### config.mk
export PLATFORM = sky130hd
export DESIGN_NAME = id_ex_pipe
export DESIGN_NICKNAME = d
export VERILOG_FILES = /design/src/rtl/id_ex_pipe.sv
export SDC_FILE = /design/constraint.sdc
export NUM_CORES = 1
export LEC_CHECK = 0
export CAP_MARGIN = 5
export CORE_MARGIN = 5
export CORE_UTILIZATION = 40
export CTS_CLUSTER_DIAMETER = 120
export CTS_CLUSTER_SIZE = 20
export DETAILED_ROUTE_END_ITERATION = 8
export PLACE_DENSITY = 0.83
export SLEW_MARGIN = 0
export SYNTH_ARGS = -nofsm -noshare
export SYNTH_HDL_FRONTEND = slang
export SYNTH_SLANG_ARGS = --single-unit
### constraint.sdc
create_clock -name clk -period 1.9 [get_ports clk]
set_input_delay 0.38 -clock clk [delete_from_list [all_inputs] [get_ports clk]]
set_output_delay 0.38 -clock clk [all_outputs]
set_load 0.05 [all_outputs]
### src/rtl/id_ex_pipe.sv
// ID->EX pipeline register with a one-bubble load-use interlock, EX flush and downstream hold.
// Optional performance counters are enabled by defining PIPE_PERF_CNT_EN.
module id_ex_pipe #(
  parameter int unsigned DATA_W   = 32,
  parameter int unsigned ADDR_W   = 5,
  parameter int unsigned ALU_OP_W = 6
`ifdef PIPE_PERF_CNT_EN
  , parameter int unsigned CNT_W  = 32
`endif
) (
  input  logic                clk,
  input  logic                rest,
  input  logic                id_valid_i,
  input  logic [DATA_W-1:0]   id_pc_i,
  input  logic [ADDR_W-1:0]   id_rs1_addr_i,
  input  logic [ADDR_W-1:0]   id_rs2_addr_i,
  input  logic                id_rs1_rd_i,
  input  logic                id_rs2_rd_i,
  input  logic [DATA_W-1:0]   regs_rs1_data_i,
  input  logic [DATA_W-1:0]   regs_rs2_data_i,
  input  logic [DATA_W-1:0]   id_imm_i,
  input  logic [ALU_OP_W-1:0] id_alu_op_i,
  input  logic [ADDR_W-1:0]   id_rd_addr_i,
  input  logic                id_wb_en_i,
  input  logic                id_mem_rd_i,
  input  logic                ex_flush_i,
  input  logic                mem_hold_i,
  output logic                ex_valid_o,
  output logic [DATA_W-1:0]   ex_pc_o,
  output logic [DATA_W-1:0]   ex_rs1_data_o,
  output logic [DATA_W-1:0]   ex_rs2_data_o,
  output logic [DATA_W-1:0]   ex_imm_o,
  output logic [ALU_OP_W-1:0] ex_alu_op_o,
  output logic [ADDR_W-1:0]   ex_rd_addr_o,
  output logic                ex_wb_en_o,
  output logic                ex_mem_rd_o,
  output logic                stall_o
`ifdef PIPE_PERF_CNT_EN
  , output logic [CNT_W-1:0]  perf_lu_stall_o,
  output logic [CNT_W-1:0]    perf_flush_o
`endif
);

  typedef enum logic [0:0] {StRun, StLuBub} state_e;

  typedef struct packed {
    logic                valid;
    logic [DATA_W-1:0]   pc;
    logic [DATA_W-1:0]   rs1_data;
    logic [DATA_W-1:0]   rs2_data;
    logic [DATA_W-1:0]   imm;
    logic [ALU_OP_W-1:0] alu_op;
    logic [ADDR_W-1:0]   rd_addr;
    logic                wb_en;
    logic                mem_rd;
  } ex_t;

  state_e state_q, state_d;
  ex_t    ex_q, ex_d;
  logic   rs1_match, rs2_match, hazard;

  assign rs1_match = id_rs1_rd_i && (id_rs1_addr_i == ex_q.rd_addr);
  assign rs2_match = id_rs2_rd_i && (id_rs2_addr_i == ex_q.rd_addr);
  // x0 is never written, so a load to x0 cannot create a dependency.
  assign hazard    = id_valid_i && ex_q.valid && ex_q.mem_rd && (ex_q.rd_addr != '0) &&
                     (rs1_match || rs2_match);

  assign stall_o = rest && ((hazard && !ex_flush_i) || mem_hold_i);

  always_comb begin
    ex_d    = ex_q;
    state_d = state_q;
    if (ex_flush_i) begin
      ex_d    = '0;
      state_d = StRun;
    end else if (mem_hold_i) begin
      ex_d    = ex_q;
      state_d = state_q;
    end else if (hazard) begin
      ex_d    = '0;
      state_d = StLuBub;
    end else begin
      ex_d.valid    = id_valid_i;
      ex_d.pc       = id_pc_i;
      ex_d.rs1_data = regs_rs1_data_i;
      ex_d.rs2_data = regs_rs2_data_i;
      ex_d.imm      = id_imm_i;
      ex_d.alu_op   = id_alu_op_i;
      ex_d.rd_addr  = id_rd_addr_i;
      ex_d.wb_en    = id_wb_en_i && id_valid_i;
      ex_d.mem_rd   = id_mem_rd_i && id_valid_i;
      state_d       = StRun;
    end
  end

  always_ff @(posedge clk) begin
    if (!rest) begin
      ex_q    <= '0;
      state_q <= StRun;
    end else begin
      ex_q    <= ex_d;
      state_q <= state_d;
    end
  end

  // After a bubble EX holds no load, so a second hazard would mean the interlock is broken.
  always_ff @(posedge clk) begin
    if (rest && state_q == StLuBub) begin
      assert (!hazard);
    end
  end

  assign ex_valid_o    = ex_q.valid;
  assign ex_pc_o       = ex_q.pc;
  assign ex_rs1_data_o = ex_q.rs1_data;
  assign ex_rs2_data_o = ex_q.rs2_data;
  assign ex_imm_o      = ex_q.imm;
  assign ex_alu_op_o   = ex_q.alu_op;
  assign ex_rd_addr_o  = ex_q.rd_addr;
  assign ex_wb_en_o    = ex_q.wb_en;
  assign ex_mem_rd_o   = ex_q.mem_rd;

`ifdef PIPE_PERF_CNT_EN
  logic [CNT_W-1:0] lu_cnt_q, flush_cnt_q;
  logic             lu_inc;

  assign lu_inc = !ex_flush_i && !mem_hold_i && hazard;

  // A flush outranks hold, so a flush edge is counted even while hold is raised.
  always_ff @(posedge clk) begin
    if (!rest) begin
      lu_cnt_q    <= '0;
      flush_cnt_q <= '0;
    end else begin
      if (lu_inc)     lu_cnt_q    <= lu_cnt_q + 1'b1;
      if (ex_flush_i) flush_cnt_q <= flush_cnt_q + 1'b1;
    end
  end

  assign perf_lu_stall_o = lu_cnt_q;
  assign perf_flush_o    = flush_cnt_q;
`endif

endmodule

**After elaboration in Yosys (flattened, before gate mapping)**

Cells that the tools add are included.

- Bits in registers: 142
- Input bits: 158
- Logic and storage cells: 28

- Reductions and logical operators: 15
- Multiplexer cells: 1
- Bitwise logic cells: 1
- Equal/unequal tests: 2

Operators by type and width:

| cell | number |
|---|---|
| 142-bit 2-to-1 mux | 1 |
| 5-bit equality test | 2 |
| 1-bit logical AND | 10 |
| 5-bit nonzero test | 1 |
| 1-bit logical OR | 2 |
| 2-bit OR reduction | 1 |
| 1-bit zero test | 1 |
| 1-bit inverter | 1 |

**Longest topological paths before layout**

- Depth after elaboration: 7
- Gate-level depth with buffers: 7
- Mapped depth without buffers: 4

**Worst setup path before layout**

Ideal clock, no wire load.

- Path kind: reg-to-output
- Start point: register ex_q, in the netlist ex_rd_addr_o[4]
- End point: output stall_o
- Buffers on the path: 1
- Path slack: -0.468 ns
- Arrival time: 1.988 ns
- Stages on the path, launching flop included: 6
- Cells stage by stage: dfxtp_1 -> xnor2_1 -> nand4_1 -> clkbuf_1 -> o22ai_1 -> a22o_1

- Cells in the longest elaborated chain, start to end: 7

RTL lines:

| item | RTL line | text |
|---|---|---|
| from (decl) | 59 | `ex_t ex_q, ex_d;` |
| from (signal assigned) | 98 | `ex_q <= '0;` |
| from (signal assigned) | 101 | `ex_q <= ex_d;` |
| 5-bit equality test, on equally long branches | 62, 63 |  |
| 1-bit logical AND, on equally long branches | 62, 63 |  |
| 1-bit logical OR | 66 | `(rs1_match \|\| rs2_match);` |
| 1-bit logical AND * | 65 | `assign hazard = id_valid_i && ex_q.valid && ex_q.mem_rd && (ex_q.rd_addr != '0) &&` |
| 1-bit logical AND * | 68 | `assign stall_o = rest && ((hazard && !ex_flush_i) \|\| mem_hold_i);` |
| 1-bit logical OR * | 68 |  |
| 1-bit logical AND * | 68 |  |
| to (decl) | 37 | `output logic stall_o` |

Mark *: on every way between the ends. The rest lies on a longest branch, timed or not.

**Worst setup path after layout**

- Start point: register ex_q, in the netlist ex_rd_addr_o[1]
- End point: output stall_o

The elaborated chain is that of the path after synthesis.

==> out/qor.yml <==
clocking:
  cts_max_level: 4
  path_clk_slew_ns: 0.06
  clockBufferDepth: 2
  tritoncts: "yes"
  clk_latency_ns: 0.42
  root_buffer: "clkbuf_16"
  cts_buffers: 17
  cts.sink_count: 142
timing:
  postLayoutSetupSlackWorst_ns: -0.367
  fin_crit_sh: 1.19
  tightest_slew_ns: 0.657
  period_minus_slack_ns: 2.27
  hold_viol: 0
  fmax_ghz: 0.441
  relSlewSlack: 0.562
  finalSetupViolations: 1
  fin_skew_ns: 0.0113
  rsz0062_at_grt: "yes"
  drv_slew: 0
route:
  vias: 8442
  dr.pass1.iters: 5
  avgRoutedWirePerCell_um: 21.8
  routed_wl_mm: 29.6
  drc: 0
  via_per_inst: 6.22
  antenna_left: 0
  drt-initial-drc-count: 608
global_route:
  grt_pass1_wl_mm: 43.6
  grt_pass1_vias: 8082
  grt-ovfl-total: 0
  gr-usage-all-layers: 0.244
  antenna_found_initial: 1
  grt_max_degree: 112
power_and_ir_drop:
  power_density_mw_per_mm2: 785
  ir_drop_mv: 0.584
  p_leak_nw: 4.84
  power_mw: 9.18
critical_path:
  startpoint_type: "register"
  cp.required_ns: 1.52
  arrival_ns: 1.89
  endpoint_kind: "output port"
  critPathKind: "reg -> out"
  crit_fanout: 2
synthesis:
  yosys_warnings: 0
  synth.cell_area_sq_mm: 0.00743
  yosys.area.top_type_share: 0.382
  synth_nets: 1015
  synth_area_leaders: "dfxtp_1 38%, o221ai_1 16%, a22oi_1 14%"
  syn_inst: 857
  synth_area_per_cell_sq_um: 8.67
  ys_types: 24
  yosysTopAreaCell: "dfxtp_1"
  ys_seq_elements: 142
  yosysSeqAreaShare: 0.382
floorplan:
  start_util: 0.410
  die_y_um: 146
  fp-row-count: 49
  io_pins: 301
  dieArea_sq_mm: 0.0214
  coreArea_sq_mm: 0.0181
  die_w_um: 146
run_status:
  violations: "negative setup slack"
  status: "complete, but fails checks"
min_path:
  min_path_type: "reg -> reg"
place:
  place_hpwl_mm: 17.8
  place_ws_ns: -0.371
  routabilityCongestion: 0.807
  io_buffers: 300
layout:
  layout-drive-gt1-share: 0.192
  nNetsFinal: 1273
  area_growth_pct: 57.3
job:
  maxCapViolCount: 0
[registers in the layout, summed over array words and instances (netlist names)]
| register | cells |
|---|---|
| ex_alu_op_o | 6 |
| ex_mem_rd_o | 1 |
| ex_imm_o | 32 |
| ex_rd_addr_o | 5 |
| ex_wb_en_o | 1 |
| ex_valid_o | 1 |
| ex_rs1_data_o | 32 |
| ex_rs2_data_o | 32 |
| ex_pc_o | 32 |
[cells in the mapped netlist, drive strengths merged]
library cell / count
nand4: 2
a22oi: 140
buf: 21
nor2: 3
nand2: 142
mux2i: 2
a32oi: 2
and3: 1
nor2b: 1
dfxtp: 142
a22o: 1
or4: 1
o221ai: 140
xnor2: 10
o22ai: 1
nor3b: 140
and2: 1
o31ai: 2
o21ai: 1
nand3b: 1
nand2b: 1
clkbuf: 102
[cell families after synthesis]
logic type	synth area share
AND/OR/NAND/NOR	0.222
AO/OA/AOI/OAI	0.314
flip-flops	0.382
buffers and inverters	0.0675
XOR/XNOR	0.0118
multiplexers	0.00269
[power breakdown]
group / switching, mW / internal (mW) / total, mW
clock: 1.30 / 2.29 / 3.59
sequential: 0.117 / 3.17 / 3.29
combinational: 1.45 / 0.849 / 2.30
total: 2.87 / 6.31 / 9.18
[final timing paths]
| kind | from | slack, ns | cells after the start | to |
|---|---|---|---|---|
| min | ex_rs1_data_o[22] | 0.49 | 2 | ex_rs1_data_o[22] |
| max | ex_rd_addr_o[1] | -0.37 | 5 | stall_o |
| min reg2reg | ex_rs1_data_o[22] | 0.49 | 2 | ex_rs1_data_o[22] |
| max reg2reg | ex_rd_addr_o[1] | 0.04 | 8 | ex_rs2_data_o[2] |
[worst max-delay path, cell delays in order (launching register included)]
cell	delay [ns]
dfxtp_4	0.34
or4_4	0.55
o21ai_4	0.19
nor2_4	0.04
a22o_4	0.22
buf_12	0.15
[layout by cell type (no fill, tap or decap), drive strengths merged, types with 3 or more instances in the layout]
| cell type | instances |
|---|---|
| a22oi | 140 |
| buf | 136 |
| bufinv | 4 |
| clkbuf | 25 |
| clkdlybuf4s50 | 156 |
| clkinv | 3 |
| clkinvlp | 3 |
| dfxtp | 142 |
| dlygate4sd2 | 66 |
| nand2 | 142 |
| nor2 | 3 |
| nor3b | 140 |
| o221ai | 140 |
| xnor2 | 10 |
[final cells by class]
type	count	area, sq um
multi-input combinational	592	4350
clock inverter	10	161
antenna	1	2.50
clock buffer	21	470
fill	1505	6460
tap	229	287
timing repair buffer	362	3570
sequential	142	2850
[routing by layer]
layer  routed length (um)  vias to the layer above  part of all wire  track usage
li1                     -                     3887                 -            -
met1                12100                     4081              0.41        0.305
met2                14100                      419              0.48        0.389
met3                 2540                       55             0.086       0.0796
met4                  901                        0             0.030       0.0974
met5                    0                        -                 0            0
[stage by stage]
step                hold slack [ns]  cells   util  TNS (ns)  cell area, sq um
floorplan                     0.618    857      -    -0.131              7480
global placement              0.472   1314  0.589    -39.44             10700
detailed placement            0.480   1314  0.589    -39.97             10700
CTS                           0.472   1347  0.623    -0.910             11300
global route                  0.511   1357  0.644    -0.613             11700
finish                        0.488   1357  0.644    -0.367             11700
[timing repair]
action	CTS	global route
pin swaps	1	3
hold buffers	0	0
buffers inserted	1	2
cloned	1	7
gates resized for setup	70	41
setup endpoints to repair	139	96
(Power assumes the default switching activity.)
